==> src/rtl/axi4l_arb_pkg.sv <==
// Shared types for the two-requester AXI4-Lite arbiter.
`timescale 1ns/1ps
package axi4l_arb_pkg;
   localparam int unsigned AddrW = 32;
   localparam int unsigned DataW = 32;

   typedef enum logic [2:0] {
      IDLE,
      RD_ADDR,
      RD_DATA,
      WR_ADDR,
      WR_RESP
   } arb_state_e;

   typedef logic port_idx_t;
endpackage

==> src/rtl/axi4l_if.sv <==
// AXI4-Lite bundle; "master" drives addresses/data, "slave" drives readies/responses.
`timescale 1ns/1ps
interface axi4l_if;
   import axi4l_arb_pkg::*;

   logic [AddrW-1:0]   awaddr;
   logic [2:0]         awprot;
   logic               awvalid;
   logic               awready;
   logic [DataW-1:0]   wdata;
   logic [DataW/8-1:0] wstrb;
   logic               wvalid;
   logic               wready;
   logic [1:0]         bresp;
   logic               bvalid;
   logic               bready;
   logic [AddrW-1:0]   araddr;
   logic [2:0]         arprot;
   logic               arvalid;
   logic               arready;
   logic [DataW-1:0]   rdata;
   logic [1:0]         rresp;
   logic               rvalid;
   logic               rready;

   modport master (
      output awaddr, awprot, awvalid, input awready,
      output wdata, wstrb, wvalid, input wready,
      input bresp, bvalid, output bready,
      output araddr, arprot, arvalid, input arready,
      input rdata, rresp, rvalid, output rready
   );

   modport slave (
      input awaddr, awprot, awvalid, output awready,
      input wdata, wstrb, wvalid, output wready,
      output bresp, bvalid, input bready,
      input araddr, arprot, arvalid, output arready,
      output rdata, rresp, rvalid, input rready
   );
endinterface

==> src/rtl/rr_arb2.sv <==
// Combinational two-way selector: round-robin against last_grant, or fixed priority.
`timescale 1ns/1ps
module rr_arb2
   import axi4l_arb_pkg::*;
(
   input  logic [1:0] req,
   input  port_idx_t  last_grant,
   input  logic       fixed_prio,
   input  port_idx_t  prio_port,
   output logic       gnt_valid,
   output port_idx_t  gnt_idx
);

   always_comb begin
      gnt_valid = |req;
      gnt_idx   = req[1];
      if (req == 2'b11) begin
         gnt_idx = fixed_prio ? prio_port : ~last_grant;
      end
   end

endmodule

==> src/rtl/axi4l_arbiter_2to1.sv <==
// Shares one AXI4-Lite master port between two requesters, one transaction at a time.
//   state   | meaning
//   IDLE    | arbitrate; winner's AR/AW accepted this cycle
//   RD_ADDR | m.arvalid with captured read address
//   RD_DATA | R channel passed through to the granted port
//   WR_ADDR | AW issued and W captured/issued, independently
//   WR_RESP | B channel passed through to the granted port
`timescale 1ns/1ps
module axi4l_arbiter_2to1
   import axi4l_arb_pkg::*;
#(
   parameter bit          FixedPrio = 1'b0,
   parameter int unsigned PrioPort  = 1
) (
   input  logic      clk,
   input  logic      rst_n,
   axi4l_if.slave    s0,
   axi4l_if.slave    s1,
   axi4l_if.master   m,
   output logic      busy,
   output port_idx_t grant
);

   localparam port_idx_t PrioIdx = (PrioPort != 0) ? 1'b1 : 1'b0;

   arb_state_e         state_q, state_d;
   port_idx_t          grant_q, grant_d;
   port_idx_t          last_grant_q, last_grant_d;
   logic               aw_done_q, aw_done_d;
   logic               w_done_q, w_done_d;
   logic               w_cap_q, w_cap_d;
   logic [AddrW-1:0]   addr_q, addr_d;
   logic [2:0]         prot_q, prot_d;
   logic [DataW-1:0]   wdata_q, wdata_d;
   logic [DataW/8-1:0] wstrb_q, wstrb_d;

   logic       gnt_valid;
   port_idx_t  gnt_idx;
   port_idx_t  cur_idx;

   rr_arb2 u_rr_arb2 (
      .req        ({s1.arvalid | s1.awvalid, s0.arvalid | s0.awvalid}),
      .last_grant (last_grant_q),
      .fixed_prio (FixedPrio),
      .prio_port  (PrioIdx),
      .gnt_valid  (gnt_valid),
      .gnt_idx    (gnt_idx)
   );

   // The live arbiter decision steers the ports only in IDLE; afterwards the registered grant does.
   assign cur_idx = (state_q == IDLE) ? gnt_idx : grant_q;

   logic               sel_arvalid, sel_wvalid, sel_rready, sel_bready;
   logic [AddrW-1:0]   sel_araddr, sel_awaddr;
   logic [2:0]         sel_arprot, sel_awprot;
   logic [DataW-1:0]   sel_wdata;
   logic [DataW/8-1:0] sel_wstrb;

   assign sel_arvalid = cur_idx ? s1.arvalid : s0.arvalid;
   assign sel_araddr  = cur_idx ? s1.araddr  : s0.araddr;
   assign sel_arprot  = cur_idx ? s1.arprot  : s0.arprot;
   assign sel_awaddr  = cur_idx ? s1.awaddr  : s0.awaddr;
   assign sel_awprot  = cur_idx ? s1.awprot  : s0.awprot;
   assign sel_wvalid  = cur_idx ? s1.wvalid  : s0.wvalid;
   assign sel_wdata   = cur_idx ? s1.wdata   : s0.wdata;
   assign sel_wstrb   = cur_idx ? s1.wstrb   : s0.wstrb;
   assign sel_rready  = cur_idx ? s1.rready  : s0.rready;
   assign sel_bready  = cur_idx ? s1.bready  : s0.bready;

   logic sel_arready, sel_awready, sel_wready, sel_rvalid, sel_bvalid;

   always_comb begin
      sel_arready = 1'b0;
      sel_awready = 1'b0;
      sel_wready  = 1'b0;
      sel_rvalid  = 1'b0;
      sel_bvalid  = 1'b0;
      case (state_q)
         IDLE: begin
            if (gnt_valid) begin
               sel_arready = sel_arvalid;
               sel_awready = ~sel_arvalid;
            end
         end
         WR_ADDR: sel_wready = ~w_cap_q;
         RD_DATA: sel_rvalid = m.rvalid;
         WR_RESP: sel_bvalid = m.bvalid;
         default: ;
      endcase
   end

   assign s0.arready = sel_arready & (cur_idx == 1'b0);
   assign s0.awready = sel_awready & (cur_idx == 1'b0);
   assign s0.wready  = sel_wready  & (cur_idx == 1'b0);
   assign s0.rvalid  = sel_rvalid  & (cur_idx == 1'b0);
   assign s0.bvalid  = sel_bvalid  & (cur_idx == 1'b0);
   assign s1.arready = sel_arready & (cur_idx == 1'b1);
   assign s1.awready = sel_awready & (cur_idx == 1'b1);
   assign s1.wready  = sel_wready  & (cur_idx == 1'b1);
   assign s1.rvalid  = sel_rvalid  & (cur_idx == 1'b1);
   assign s1.bvalid  = sel_bvalid  & (cur_idx == 1'b1);

   assign s0.rdata = m.rdata;
   assign s0.rresp = m.rresp;
   assign s0.bresp = m.bresp;
   assign s1.rdata = m.rdata;
   assign s1.rresp = m.rresp;
   assign s1.bresp = m.bresp;

   logic m_awvalid, m_wvalid;

   assign m_awvalid = (state_q == WR_ADDR) & ~aw_done_q;
   assign m_wvalid  = (state_q == WR_ADDR) & w_cap_q & ~w_done_q;

   assign m.arvalid = (state_q == RD_ADDR);
   assign m.araddr  = addr_q;
   assign m.arprot  = prot_q;
   assign m.awvalid = m_awvalid;
   assign m.awaddr  = addr_q;
   assign m.awprot  = prot_q;
   assign m.wvalid  = m_wvalid;
   assign m.wdata   = wdata_q;
   assign m.wstrb   = wstrb_q;
   assign m.rready  = (state_q == RD_DATA) & sel_rready;
   assign m.bready  = (state_q == WR_RESP) & sel_bready;

   assign busy  = (state_q != IDLE);
   assign grant = grant_q;

   always_comb begin
      state_d      = state_q;
      grant_d      = grant_q;
      last_grant_d = last_grant_q;
      aw_done_d    = aw_done_q;
      w_done_d     = w_done_q;
      w_cap_d      = w_cap_q;
      addr_d       = addr_q;
      prot_d       = prot_q;
      wdata_d      = wdata_q;
      wstrb_d      = wstrb_q;
      case (state_q)
         IDLE: begin
            if (gnt_valid) begin
               grant_d = gnt_idx;
               if (sel_arvalid) begin
                  addr_d  = sel_araddr;
                  prot_d  = sel_arprot;
                  state_d = RD_ADDR;
               end else begin
                  addr_d  = sel_awaddr;
                  prot_d  = sel_awprot;
                  state_d = WR_ADDR;
               end
            end
         end
         RD_ADDR: begin
            if (m.arready) state_d = RD_DATA;
         end
         RD_DATA: begin
            if (m.rvalid & sel_rready) begin
               state_d      = IDLE;
               last_grant_d = grant_q;
            end
         end
         WR_ADDR: begin
            if (m_awvalid & m.awready) aw_done_d = 1'b1;
            if (sel_wvalid & ~w_cap_q) begin
               w_cap_d = 1'b1;
               wdata_d = sel_wdata;
               wstrb_d = sel_wstrb;
            end
            if (m_wvalid & m.wready) w_done_d = 1'b1;
            if (aw_done_d & w_done_d) state_d = WR_RESP;
         end
         WR_RESP: begin
            if (m.bvalid & sel_bready) begin
               state_d      = IDLE;
               last_grant_d = grant_q;
               aw_done_d    = 1'b0;
               w_done_d     = 1'b0;
               w_cap_d      = 1'b0;
            end
         end
         default: state_d = IDLE;
      endcase
   end

   always_ff @(posedge clk or negedge rst_n) begin
      if (!rst_n) begin
         state_q      <= IDLE;
         grant_q      <= 1'b0;
         last_grant_q <= 1'b1;
         aw_done_q    <= 1'b0;
         w_done_q     <= 1'b0;
         w_cap_q      <= 1'b0;
         addr_q       <= '0;
         prot_q       <= '0;
         wdata_q      <= '0;
         wstrb_q      <= '0;
      end else begin
         state_q      <= state_d;
         grant_q      <= grant_d;
         last_grant_q <= last_grant_d;
         aw_done_q    <= aw_done_d;
         w_done_q     <= w_done_d;
         w_cap_q      <= w_cap_d;
         addr_q       <= addr_d;
         prot_q       <= prot_d;
         wdata_q      <= wdata_d;
         wstrb_q      <= wstrb_d;
      end
   end

endmodule

==> src/flat_wrapper.sv <==
// flat-port wrapper written by rule: the top's interface ports become plain ports
module axi4l_arbiter_2to1_flat import axi4l_arb_pkg::*;
#(
   parameter bit          FixedPrio = 1'b0,
   parameter int unsigned PrioPort  = 1
)
  (clk, rst_n, busy, grant, s0_awaddr, s0_awprot, s0_awvalid, s0_awready, s0_wdata, s0_wstrb, s0_wvalid, s0_wready, s0_bresp, s0_bvalid, s0_bready, s0_araddr, s0_arprot, s0_arvalid, s0_arready, s0_rdata, s0_rresp, s0_rvalid, s0_rready, s1_awaddr, s1_awprot, s1_awvalid, s1_awready, s1_wdata, s1_wstrb, s1_wvalid, s1_wready, s1_bresp, s1_bvalid, s1_bready, s1_araddr, s1_arprot, s1_arvalid, s1_arready, s1_rdata, s1_rresp, s1_rvalid, s1_rready, m_awaddr, m_awprot, m_awvalid, m_awready, m_wdata, m_wstrb, m_wvalid, m_wready, m_bresp, m_bvalid, m_bready, m_araddr, m_arprot, m_arvalid, m_arready, m_rdata, m_rresp, m_rvalid, m_rready);
  axi4l_if s0_i ();
  axi4l_if s1_i ();
  axi4l_if m_i ();
  input  logic clk;
  input  logic rst_n;
  output logic busy;
  output port_idx_t grant;
  input wire logic [$bits(s0_i.awaddr)-1:0] s0_awaddr;
  input wire logic [$bits(s0_i.awprot)-1:0] s0_awprot;
  input wire logic [$bits(s0_i.awvalid)-1:0] s0_awvalid;
  output wire logic [$bits(s0_i.awready)-1:0] s0_awready;
  input wire logic [$bits(s0_i.wdata)-1:0] s0_wdata;
  input wire logic [$bits(s0_i.wstrb)-1:0] s0_wstrb;
  input wire logic [$bits(s0_i.wvalid)-1:0] s0_wvalid;
  output wire logic [$bits(s0_i.wready)-1:0] s0_wready;
  output wire logic [$bits(s0_i.bresp)-1:0] s0_bresp;
  output wire logic [$bits(s0_i.bvalid)-1:0] s0_bvalid;
  input wire logic [$bits(s0_i.bready)-1:0] s0_bready;
  input wire logic [$bits(s0_i.araddr)-1:0] s0_araddr;
  input wire logic [$bits(s0_i.arprot)-1:0] s0_arprot;
  input wire logic [$bits(s0_i.arvalid)-1:0] s0_arvalid;
  output wire logic [$bits(s0_i.arready)-1:0] s0_arready;
  output wire logic [$bits(s0_i.rdata)-1:0] s0_rdata;
  output wire logic [$bits(s0_i.rresp)-1:0] s0_rresp;
  output wire logic [$bits(s0_i.rvalid)-1:0] s0_rvalid;
  input wire logic [$bits(s0_i.rready)-1:0] s0_rready;
  input wire logic [$bits(s1_i.awaddr)-1:0] s1_awaddr;
  input wire logic [$bits(s1_i.awprot)-1:0] s1_awprot;
  input wire logic [$bits(s1_i.awvalid)-1:0] s1_awvalid;
  output wire logic [$bits(s1_i.awready)-1:0] s1_awready;
  input wire logic [$bits(s1_i.wdata)-1:0] s1_wdata;
  input wire logic [$bits(s1_i.wstrb)-1:0] s1_wstrb;
  input wire logic [$bits(s1_i.wvalid)-1:0] s1_wvalid;
  output wire logic [$bits(s1_i.wready)-1:0] s1_wready;
  output wire logic [$bits(s1_i.bresp)-1:0] s1_bresp;
  output wire logic [$bits(s1_i.bvalid)-1:0] s1_bvalid;
  input wire logic [$bits(s1_i.bready)-1:0] s1_bready;
  input wire logic [$bits(s1_i.araddr)-1:0] s1_araddr;
  input wire logic [$bits(s1_i.arprot)-1:0] s1_arprot;
  input wire logic [$bits(s1_i.arvalid)-1:0] s1_arvalid;
  output wire logic [$bits(s1_i.arready)-1:0] s1_arready;
  output wire logic [$bits(s1_i.rdata)-1:0] s1_rdata;
  output wire logic [$bits(s1_i.rresp)-1:0] s1_rresp;
  output wire logic [$bits(s1_i.rvalid)-1:0] s1_rvalid;
  input wire logic [$bits(s1_i.rready)-1:0] s1_rready;
  output wire logic [$bits(m_i.awaddr)-1:0] m_awaddr;
  output wire logic [$bits(m_i.awprot)-1:0] m_awprot;
  output wire logic [$bits(m_i.awvalid)-1:0] m_awvalid;
  input wire logic [$bits(m_i.awready)-1:0] m_awready;
  output wire logic [$bits(m_i.wdata)-1:0] m_wdata;
  output wire logic [$bits(m_i.wstrb)-1:0] m_wstrb;
  output wire logic [$bits(m_i.wvalid)-1:0] m_wvalid;
  input wire logic [$bits(m_i.wready)-1:0] m_wready;
  input wire logic [$bits(m_i.bresp)-1:0] m_bresp;
  input wire logic [$bits(m_i.bvalid)-1:0] m_bvalid;
  output wire logic [$bits(m_i.bready)-1:0] m_bready;
  output wire logic [$bits(m_i.araddr)-1:0] m_araddr;
  output wire logic [$bits(m_i.arprot)-1:0] m_arprot;
  output wire logic [$bits(m_i.arvalid)-1:0] m_arvalid;
  input wire logic [$bits(m_i.arready)-1:0] m_arready;
  input wire logic [$bits(m_i.rdata)-1:0] m_rdata;
  input wire logic [$bits(m_i.rresp)-1:0] m_rresp;
  input wire logic [$bits(m_i.rvalid)-1:0] m_rvalid;
  output wire logic [$bits(m_i.rready)-1:0] m_rready;
  assign s0_i.awaddr = s0_awaddr;
  assign s0_i.awprot = s0_awprot;
  assign s0_i.awvalid = s0_awvalid;
  assign s0_awready = s0_i.awready;
  assign s0_i.wdata = s0_wdata;
  assign s0_i.wstrb = s0_wstrb;
  assign s0_i.wvalid = s0_wvalid;
  assign s0_wready = s0_i.wready;
  assign s0_bresp = s0_i.bresp;
  assign s0_bvalid = s0_i.bvalid;
  assign s0_i.bready = s0_bready;
  assign s0_i.araddr = s0_araddr;
  assign s0_i.arprot = s0_arprot;
  assign s0_i.arvalid = s0_arvalid;
  assign s0_arready = s0_i.arready;
  assign s0_rdata = s0_i.rdata;
  assign s0_rresp = s0_i.rresp;
  assign s0_rvalid = s0_i.rvalid;
  assign s0_i.rready = s0_rready;
  assign s1_i.awaddr = s1_awaddr;
  assign s1_i.awprot = s1_awprot;
  assign s1_i.awvalid = s1_awvalid;
  assign s1_awready = s1_i.awready;
  assign s1_i.wdata = s1_wdata;
  assign s1_i.wstrb = s1_wstrb;
  assign s1_i.wvalid = s1_wvalid;
  assign s1_wready = s1_i.wready;
  assign s1_bresp = s1_i.bresp;
  assign s1_bvalid = s1_i.bvalid;
  assign s1_i.bready = s1_bready;
  assign s1_i.araddr = s1_araddr;
  assign s1_i.arprot = s1_arprot;
  assign s1_i.arvalid = s1_arvalid;
  assign s1_arready = s1_i.arready;
  assign s1_rdata = s1_i.rdata;
  assign s1_rresp = s1_i.rresp;
  assign s1_rvalid = s1_i.rvalid;
  assign s1_i.rready = s1_rready;
  assign m_awaddr = m_i.awaddr;
  assign m_awprot = m_i.awprot;
  assign m_awvalid = m_i.awvalid;
  assign m_i.awready = m_awready;
  assign m_wdata = m_i.wdata;
  assign m_wstrb = m_i.wstrb;
  assign m_wvalid = m_i.wvalid;
  assign m_i.wready = m_wready;
  assign m_i.bresp = m_bresp;
  assign m_i.bvalid = m_bvalid;
  assign m_bready = m_i.bready;
  assign m_araddr = m_i.araddr;
  assign m_arprot = m_i.arprot;
  assign m_arvalid = m_i.arvalid;
  assign m_i.arready = m_arready;
  assign m_i.rdata = m_rdata;
  assign m_i.rresp = m_rresp;
  assign m_i.rvalid = m_rvalid;
  assign m_rready = m_i.rready;
  axi4l_arbiter_2to1 #(.FixedPrio(FixedPrio), .PrioPort(PrioPort)) u_core (.clk(clk), .rst_n(rst_n), .s0(s0_i), .s1(s1_i), .m(m_i), .busy(busy), .grant(grant));
endmodule
==> config.mk <==
export PLATFORM = sky130hd
export DESIGN_NAME = axi4l_arbiter_2to1_flat
export DESIGN_NICKNAME = d
export VERILOG_FILES = /design/src/rtl/axi4l_arb_pkg.sv /design/src/rtl/axi4l_if.sv /design/src/rtl/rr_arb2.sv /design/src/rtl/axi4l_arbiter_2to1.sv /design/src/flat_wrapper.sv
export SDC_FILE = /design/constraint.sdc
export NUM_CORES = 1
export LEC_CHECK = 0
export CAP_MARGIN = 40
export CORE_AREA = 2 2 177 179
export CTS_CLUSTER_DIAMETER = 200
export DETAILED_ROUTE_END_ITERATION = 8
export DIE_AREA = 0 0 179 181
export DONT_BUFFER_PORTS = 1
export MAX_ROUTING_LAYER = met4
export SLEW_MARGIN = 20
export SYNTH_ARGS = -nofsm -noshare
export SYNTH_HDL_FRONTEND = slang
export SYNTH_SLANG_ARGS = --single-unit
==> constraint.sdc <==
create_clock -name clk -period 7.1 [get_ports clk]
set_clock_uncertainty 0.1 [all_clocks]
set_input_delay 1.065 -clock clk [delete_from_list [all_inputs] [get_ports clk]]
set_output_delay 1.065 -clock clk [all_outputs]
set_load 0.02 [all_outputs]
==> run metrics, run 1 <==
Die H between 150 and 200 um; GR Overflow Total 0; outcome finished clean; Async S/R FF share, synth 1.000; Reg clk slew, reported paths 0.07 ns; worst slew pin tran 0.8854 ns; GP Congestion ~0.83; Lkg Pwr 0.001846 uW; Post-synth EDFFs 0; Post-route DRC 0; WL/cell between 20 and 25 um; via count of the first global-routing pass approximately 3500; Seq/Total Area, Yosys 0.4033; setup TNS 0 ns; CTS resizes 0; worst reg2reg endpoint u_core.m.wdata[26]; Worst setup EP type primary output; commonest non-fill, non-tap cells in the layout 78 x dfrtp_1, 56 x nor2_1, 38 x o21ai_0, 38 x mux2i_1, 38 x a21oi_1; Max stage delay on crit path approximately 0.61 ns; synthesized flop and latch total just under 80; row count 64; commonest non-fill, non-tap cell in the layout dfrtp_1; clock tree sinks about 80; syn avg cell area 9.636 um2; Starting Density 0.1616; area delta synth->final -3.316%; post-layout min period around 4.3 ns; PD cells between 500 and 600 nW/um2; Final period util 0.5999; clock buffer depth 2; clock latency at the later pin of the worst-skew pair 0.34 ns; Core Util, Final 0.1563; drt total wl about 17000 um; crit path kind reg -> out; final hold violation count 0; Synth Instances approximately 500; Yosys warning count 0; Routed Antenna Nets 0; worst reg-to-reg setup slack 3.79 ns; Net Count, Synth 774; CTS tree yes; first drt pass iteration count 6; Final nets between 600 and 700; Setup Slack @ Placement 3.152 ns; WP buf/inv 2; max-cap violation count 0; Post-CTS Setup Bufs 0; cell breakdown of the critical path nor3_4, inv_2, o31a_2, buf_4, mux2i_1, nor3_1; crit path launch type flip-flop; origin of the critical flop-to-flop path u_core.state_q[2]; I/O pin total 460; Worst Path Required slightly below 6 ns; DP Area between 4000 and 5000 um2; worst vdd ir approximately 0.22 mV; Hold Path Class in -> async; Netlist cell types 37; fin area roughly 4700 um2; Root Driver clkbuf_16; Post-CTS Hold Buffers 0; chip width 179 um; RSZ-0062 raised after global routing false; Iteration-0 DRC Markers about 280; Max Fclk 0.2348 GHz; Layout Cells excl Fill 785; Crit path max-delay family buffers and inverters; CP max FO 42; crit path max-delay cell type dfrtp_1; count of input and output buffers 0; layout cell share with drive strength beyond 1 0.08031; Slew HR 0.4097; H-tree Lvls 3; max-slew violation count 0; critical path arrival roughly 3.1 ns; FF-to-FF path depth 9; initial antenna violation count 3; Cell Area, Synth 4905 um2; die area approximately 32000 um2; vias post-DR around 3600; first-pass GRT wire length between 20000 and 25000 um; Final setup viols 0; total global-route track usage 0.1019; ys flop type dfrtp_1; worst setup margin approximately 2.8 ns; core area around 30000 um2; Via density approximately 4.5; TritonCTS buffer count 9; placed cells 766; dpl hpwl ~14000 um; largest net degree at the start of global routing 80
[state kept, by name (all words and copies together), names as in the netlist]
signal               cells
u_core.aw_done_q         1
u_core.state_q           3
u_core.grant             1
u_core.last_grant_q      1
u_core.w_done_q          1
u_core.m.arprot          3
u_core.m.wstrb           4
u_core.w_cap_q           1
u_core.m.wdata          32
u_core.m.araddr         32
[Yosys cell counts, drive strengths merged, types with 3 or more instances]
cell type / count / area (um2)
a21oi: 38 / 190.2
a222oi: 35 / 350.3
a22oi: 35 / 262.8
buf: 124 / 948.4
clkbuf: 21 / 78.83
dfrtp: 78 / 1952
mux2i: 39 / 394.1
nand2: 9 / 33.78
nand2b: 3 / 18.77
nor2: 56 / 210.2
nor2b: 3 / 18.77
nor3: 6 / 57.55
o21ai: 38 / 190.2
o31ai: 3 / 36.28
[through the flow]
stage	hold slack, ns	power (uW)
after detailed placement	0.4206	2194
final	0.3126	2675
after global routing	0.2817	2868
after global placement	0.4124	2162
after CTS	0.2850	2719
after floorplan	0.3851	2167
[kinds of logic after synthesis]
family	synth area share
simple gates	0.07959
flops	0.4033
mux	0.08036
buf+inv	0.2110
compound gates	0.2258
[per-layer routing]
layer,track usage,vias to the layer above,share of wire
met5,-,-,0
met2,0.1683,332,0.48
li1,-,1506,-
met3,0.03809,36,0.11
met1,0.1064,1686,0.37
met4,0.04846,0,0.038
[worst register-to-register path, delay by kind of cell (launching register included)]
family / cells / cell delay, ns
AOI/OAI and AO/OA: 2 / 0.40
muxes: 1 / 0.18
buffers and inverters: 3 / 1.58
and+or+nand+nor: 3 / 0.36
DFF: 1 / 0.61
[layout make-up]
cell class / count / area (um2)
diodes: 3 / 7.507
clock buffers: 11 / 242.7
clock inverters: 5 / 65.06
fillers: 3373 / 25610
inverters: 2 / 7.507
multi-input cells: 283 / 1901
flip-flops and latches: 79 / 1978
well taps: 396 / 495.5
repair buffers: 6 / 45.04
[worst max-delay path by stage]
stage	start	endpoint	cells after the start
after floorplan	s0_awvalid	s1_wready	5
after global placement	s1_arvalid	m_rready	5
final	u_core.state_q[2]	m_rready	6
after detailed placement	u_core.state_q[2]	m_rready	6
after global routing	u_core.state_q[2]	m_rready	6
after CTS	u_core.state_q[2]	m_rready	6
[where the power goes]
group / total, uW / switching (uW) / leakage [uW] / internal [uW]
Sequential: 1320 / 641 / 0.000928 / 676
Combinational: 858 / 509 / 0.000767 / 349
Clock: 501 / 215 / 0.000150 / 286
Total: 2670 / 1360 / 0.00185 / 1310
Note: power is estimated with default switching activity, not from simulation.
==> run 2: changes to the inputs <==
- clock period: 7.1 -> 4 ns (I/O delays scaled with it)
==> run 2 against run 1 <==
  * Non-clock buffer count increased by 2
  * First-iteration DRC count is 3.9% higher
  * Clock-buffer cell count unchanged
  * Register-to-register slack got worse by 2.4 ns
  * Critical endpoint unchanged
  * Combinational power up 82%
  * Highest routed layer unchanged
  * Cell count is 0.38% higher
  * Largest cell class unchanged
  * Critical path depth is 1 lower
  * Setup slack worse by 1.9 ns
  * Die area is the same
==> run metrics, run 2 (synthesis gave the netlist of run 1 again) <==
Post-route DRC 0 (unchanged); RSZ-0062 raised after global routing false; DP Area 4434 um2 (+0.17%); worst slew pin tran 0.8515 ns (-0.03392 ns); first-pass GRT wire length 22890 um (+0.64%); Worst setup EP type primary output; Reg area 1978 um2 (unchanged); I/O pin total 460 (unchanged); WL/cell 21.65 um (-0.64%); total global-route track usage 0.1025 (+0.0005989); Post-CTS Setup Bufs 0 (unchanged); final hold violation count 0 (unchanged); area delta synth->final -2.219%; worst setup margin 0.9353 ns (-1.906 ns); row count 64 (unchanged); sequential share of power 0.484 (-0.008); NetSw 2430 uW (+78%); Hold Path Class in -> async; commonest non-fill, non-tap cell in the layout dfrtp_1; Comb pwr share 0.323 (+0.002); layout cell share with drive strength beyond 1 0.08505 (+0.004741); switching share of total power 0.5038 (-0.006286); Layout Cells excl Fill 788 (+0.38%); met3 routed WL 1855 um (-0.27%); critical path arrival 2.36 ns (-0.73 ns); Iteration-0 DRC Markers 293 (+3.9%); met1 wire length 6478 um (+1.9%); Multi-input gate area 1901 um2 (unchanged); placed cells 767 (+0.13%); max-cap violation count 0 (unchanged); Starting Density 0.1616 (unchanged); GR Overflow Total 0 (unchanged); via count of the first global-routing pass 3519 (-0.085%); die area 32400 um2 (unchanged); Reg clk slew, reported paths 0.07 ns (about the same); chip width 179 um (unchanged); clock share of power 0.193 (+0.006); GP Congestion 0.8318 (-0.22%); CTS tree yes; Max Fclk roughly 0.33 GHz; Post-CTS Hold Buffers 1 (+1); Setup Slack @ Placement 1.314 ns (-1.838 ns); initial antenna violation count 4 (+1); H-tree Lvls 3 (unchanged); count of input and output buffers 0 (unchanged); clock latency at the later pin of the worst-skew pair 0.35 ns (about the same); TritonCTS buffer count 9 (unchanged); PD cells 1006 nW/um2 (+78%); crit path kind reg -> out; Via density 4.485 (-1.1%); commonest non-fill, non-tap cells in the layout 78 x dfrtp_1, 56 x nor2_1, 38 x o21ai_0, 38 x mux2i_1, 38 x a21oi_1; drt total wl 17060 um (-0.26%); wire length on met2 7983 um (-3.0%); clock tree sinks 79 (unchanged); post-layout min period 3.065 ns; dpl hpwl 13450 um (-0.37%); clock buffer depth 2 (unchanged); Worst Path Required 3.30 ns (-2.63 ns); Final period util 0.7662; largest net degree at the start of global routing 80 (unchanged); Final nets 648 (+0.31%); Fill cells 3335 (-1.1%); CP max FO 10 (-76%); setup TNS 0 ns (unchanged); worst vdd ir 0.3351 mV (+51%); core area 30350 um2 (unchanged); fin area 4796 um2 (+1.1%); Die H 181 um (unchanged); Lkg Pwr 0.001868 uW (+1.2%); Core Util, Final 0.1580 (+0.001773); Slew HR 0.4324 (+0.02261); Int Power 2394 uW (+83%); Routed Antenna Nets 0 (unchanged); vias post-DR 3534 (-0.73%); CTS resizes 0 (unchanged); Final setup viols 0 (unchanged); Root Driver clkbuf_16; outcome finished clean; max-slew violation count 0 (unchanged); max layer used met4; crit path launch type flip-flop; first drt pass iteration count 5 (-1)
==> run 2: worst max-delay path: stages, from the launching register on <==
cell     delay [ns]
dfrtp_1        0.51
nor3_4         0.30
inv_2          0.06
o31a_2         0.44
mux2i_1        0.18
nor3_1         0.53
==> run 2: path summary, 6_finish.rpt <==
kind	startpoint	end	slack, ns	depth (start not counted)
min in group clk	s1_araddr[30]	u_core.m.araddr[30]	0.31	2
worst min-delay path	rst_n	u_core.m.wdata[28]	0.05	1
worst max-delay path	u_core.state_q[1]	m_rready	0.94	5
max in group asynchronous	rst_n	u_core.last_grant_q	3.40	1
worst max register to register	u_core.state_q[1]	u_core.m.wdata[3]	1.35	8
worst min register to register	u_core.last_grant_q	u_core.last_grant_q	0.44	2
==> run 2: routing by layer <==
metal  vias to the layer above  global-route usage
met1                      1650              0.1111
met3                        38             0.03935
met2                       331              0.1602
met5                         -                   -
met4                         0             0.05626
li1                       1515                   -
==> run 2: stage by stage <==
step,hold WS (ns),total power [uW]
5_1_grt,0.06087,5170
3_5_place_dp,0.2063,3901
4_1_cts,0.04447,4887
2_1_floorplan,0.2044,3847
3_3_place_gp,0.2067,3842
6_report,0.04659,4824
==> run 2: power by group through the flow <==
stage / Sequential, uW / Clock (uW) / Combinational (uW)
floorplan: 1910 / 0 / 1940
global placement: 2350 / 0 / 1500
detailed placement: 2340 / 0 / 1560
CTS: 2340 / 977 / 1570
global route: 2410 / 1010 / 1760
finish: 2340 / 931 / 1560
==> run 2: final cells by class <==
type                            instances  area share
Clock buffer                           11     0.05061
Timing Repair Buffer                    8     0.01670
Multi-Input combinational cell        283      0.3963
Inverter                                2    0.001565
Antenna cell                            4    0.002087
Sequential cell                        79      0.4125
Clock inverter                          5     0.01696
Tap cell                              396      0.1033
==> run 3: changes to the inputs <==
- ABC_AREA: unset -> 1
- CORE_AREA: 2 2 177 179 -> 2 2 179 181
- DIE_AREA: 0 0 179 181 -> 0 0 181 183
- clock period: 4 -> 2.8 ns (I/O delays scaled with it)
==> run 3 against run 2 <==
  * Routed wire length is 11% higher
  * Die area increased by 2.2%
  * Combinational power rose to 2.5 times the previous value
  * Register-to-register slack got worse by 0.80 ns
  * Setup slack got worse by 0.71 ns
  * Synthesized area rose by 15%
  * Largest cell class is now multi-input gates
  * Total power up 76%
  * Sequential share of layout area decreased by 6.3 points
  * Global-route usage is 1.1 points higher
==> run metrics, run 3 <==
commonest non-fill, non-tap cells in the layout 556 x nand2_1, 78 x dfrtp_1, 30 x nand3_1; placed cells 1156 (+51%); CP max FO 22 (+12); Final period util 0.9187; post-layout min period approximately 2.6 ns; total global-route track usage 0.1135 (+0.01105); via count of the first global-routing pass 4581 (+30%); Hold Path Class in -> reg; Root Driver clkbuf_16; NetSw 4716 uW (+94%); clock tree sinks 79 (unchanged); RSZ-0062 raised after global routing false; GR Overflow Total 0 (unchanged); H-tree Lvls 3 (unchanged); GP Congestion 0.8385 (+0.81%); Reg clk slew, reported paths 0.06 ns (about the same); area leader, netlist nand2_1; count of input and output buffers 0 (unchanged); PD cells 1502 nW/um2 (+49%); Int Power 3786 uW (+58%); TritonCTS buffer count 9 (unchanged); Cell Area, Synth 5643 um2 (+15%); Slew HR 0.6169 (+0.1845); Post-synth EDFFs 0 (unchanged); largest net degree at the start of global routing 80 (unchanged); top cells by area, synth nand2_1 37%, dfrtp_1 35%, buf_4 16%; Iteration-0 DRC Markers 186 (-37%); clock latency at the later pin of the worst-skew pair 0.34 ns (about the same); Final setup viols 0 (unchanged); clock share of power 0.174 (-0.019); Netlist cell types 28 (-24%); Async S/R FF share, synth 1.000 (unchanged); Synth Instances 884 (+74%); Worst setup EP type primary output; clock buffer depth 2 (unchanged); area share of the largest cell type after synthesis 0.3698 (-0.02811); area delta synth->final 0.3326%; Synth top cells by count 556 x nand2_1, 118 x buf_4, 78 x dfrtp_1; drt total wl 18910 um (+11%); synthesized flop and latch total 79 (unchanged); die area 33120 um2 (+2.2%); count leader, synth nand2_1; Die H 183 um (+1.1%); chip width 181 um (+1.1%); max-cap violation count 0 (unchanged); Via density 4.168 (-7.1%); sequential share of power 0.362 (-0.122); vias post-DR 4893 (+38%); first drt pass iteration count 6 (+1); Final nets 1033 (+59%); syn avg cell area 6.383 um2 (-34%); Comb pwr share 0.464 (+0.141); Layout Cells excl Fill 1174 (+49%); setup TNS 0 ns (unchanged); Max Fclk 0.3887 GHz; ys flop type dfrtp_1; Lkg Pwr 0.003128 uW (+67%); first-pass GRT wire length 27390 um (+20%); Net Count, Synth 1149 (+48%); worst vdd ir 0.4646 mV (+39%); I/O pin total 460 (unchanged); CTS tree yes; worst slew pin tran 0.5747 ns (-0.2768 ns); Post-route DRC 0 (unchanged); Yosys warning count 0 (unchanged); ant diodes 0 (-4); Starting Density 0.1807 (+0.01908); Worst Path Required 2.28 ns (-1.02 ns); Post-CTS Setup Bufs 0 (unchanged); crit path launch type flip-flop; dpl hpwl 14450 um (+7.4%); outcome finished clean; Routed Antenna Nets 0 (unchanged); core area 31230 um2 (+2.9%); max-slew violation count 0 (unchanged); Seq/Total Area, Yosys 0.3506 (-0.05276); WL/cell 16.11 um (-26%); critical path arrival 2.05 ns (-0.31 ns); row count 65 (+1.6%); crit path kind reg -> out; layout cell share with drive strength beyond 1 0.07383 (-0.01122); initial antenna violation count 0 (-4); switching share of total power 0.5547 (+0.05091); commonest non-fill, non-tap cell in the layout nand2_1; final hold violation count 0 (unchanged)
==> run 3: changes by cell type after synthesis, moves of 9 or more <==
cell	delta
nand2_1	+547
nor2_1	-50
mux2i_1	-38
a222oi_1	-35
a22oi_1	-35
o21ai_0	-34
nand3_1	+29
a21oi_1	-20
clkbuf_1	-19
buf_2	+16
inv_1	+16
buf_4	+9
==> run 3: path summary, 6_finish.rpt <==
path	start	endpoint	slack (ns)	depth (start not counted)
max reg2reg	u_core.state_q[2]	u_core.m.wdata[14]	0.55	11
min in group asynchronous	rst_n	u_core.m.wstrb[2]	0.56	2
max in group asynchronous	rst_n	u_core.last_grant_q	1.66	2
min reg2reg	u_core.last_grant_q	u_core.last_grant_q	0.42	2
max	u_core.state_q[1]	s0_awready	0.23	6
min	s1_araddr[19]	u_core.m.araddr[19]	0.10	2
==> run 3: per-layer routing <==
metal	vias up	track usage	share of wire
met2	266	0.1862	0.49
met1	2239	0.1246	0.39
met5	-	-	0
met3	60	0.03396	0.083
met4	0	0.06081	0.043
li1	2328	-	-
==> run 3: kinds of logic after synthesis <==
| logic type | Yosys count | synth area share |
|---|---|---|
| flops | 79 | 0.3506 |
| buf+inv | 169 | 0.1973 |
| simple gates | 613 | 0.4317 |
| compound gates | 23 | 0.02040 |
==> run 3: power by group through the flow <==
stage | logic (uW) | registers [uW] | clock network, uW
final | 3950 | 3070 | 1480
after global routing | 4610 | 3140 | 1580
after CTS | 4050 | 3100 | 1540
after detailed placement | 4020 | 3110 | 0
after global placement | 3930 | 3120 | 0
after floorplan | 3830 | 2570 | 0
==> run 3: worst max-delay path: stages, from the launching register on <==
cell and delay (ns):
dfrtp_1 0.42, inv_2 0.14, nand3_4 0.16, nor2_4 0.17, buf_4 0.34, nand3_1 0.14
inv_2 0.33
==> run 3: area by class of cell <==
type,instances,area [um2]
Timing Repair Buffer,16,158.9
Tap cell,402,503.0
Fill cell,3553,25570
Clock inverter,6,133.9
Clock buffer,9,225.2
Multi-Input combinational cell,636,2561
Inverter,26,101.3
Sequential cell,79,1978
==> run 3: what timing repair did <==
| action | CTS | global route |
|---|---|---|
| hold buffers | 2 | 0 |
| endpoints found under the hold margin | 79 | 0 |
| resized for setup | 0 | 1 |
| setup endpoints to repair | 0 | 1 |
==> run 3: through the flow <==
| step | worst slack, ns | hold slack (ns) | total power, uW | utilization | area (um2) |
|---|---|---|---|---|---|
| after CTS | 0.1697 | 0.07998 | 8689 | 0.1809 | 5649 |
| after detailed placement | 0.5254 | 0.02649 | 7129 | 0.1682 | 5253 |
| after global routing | 0.04502 | 0.08922 | 9340 | 0.1813 | 5662 |
| after global placement | 0.5907 | 0.02683 | 7043 | 0.1682 | 5253 |
| final | 0.2276 | 0.1038 | 8501 | 0.1813 | 5662 |
| after floorplan | 0.7673 | 0.02441 | 6397 | - | 5643 |
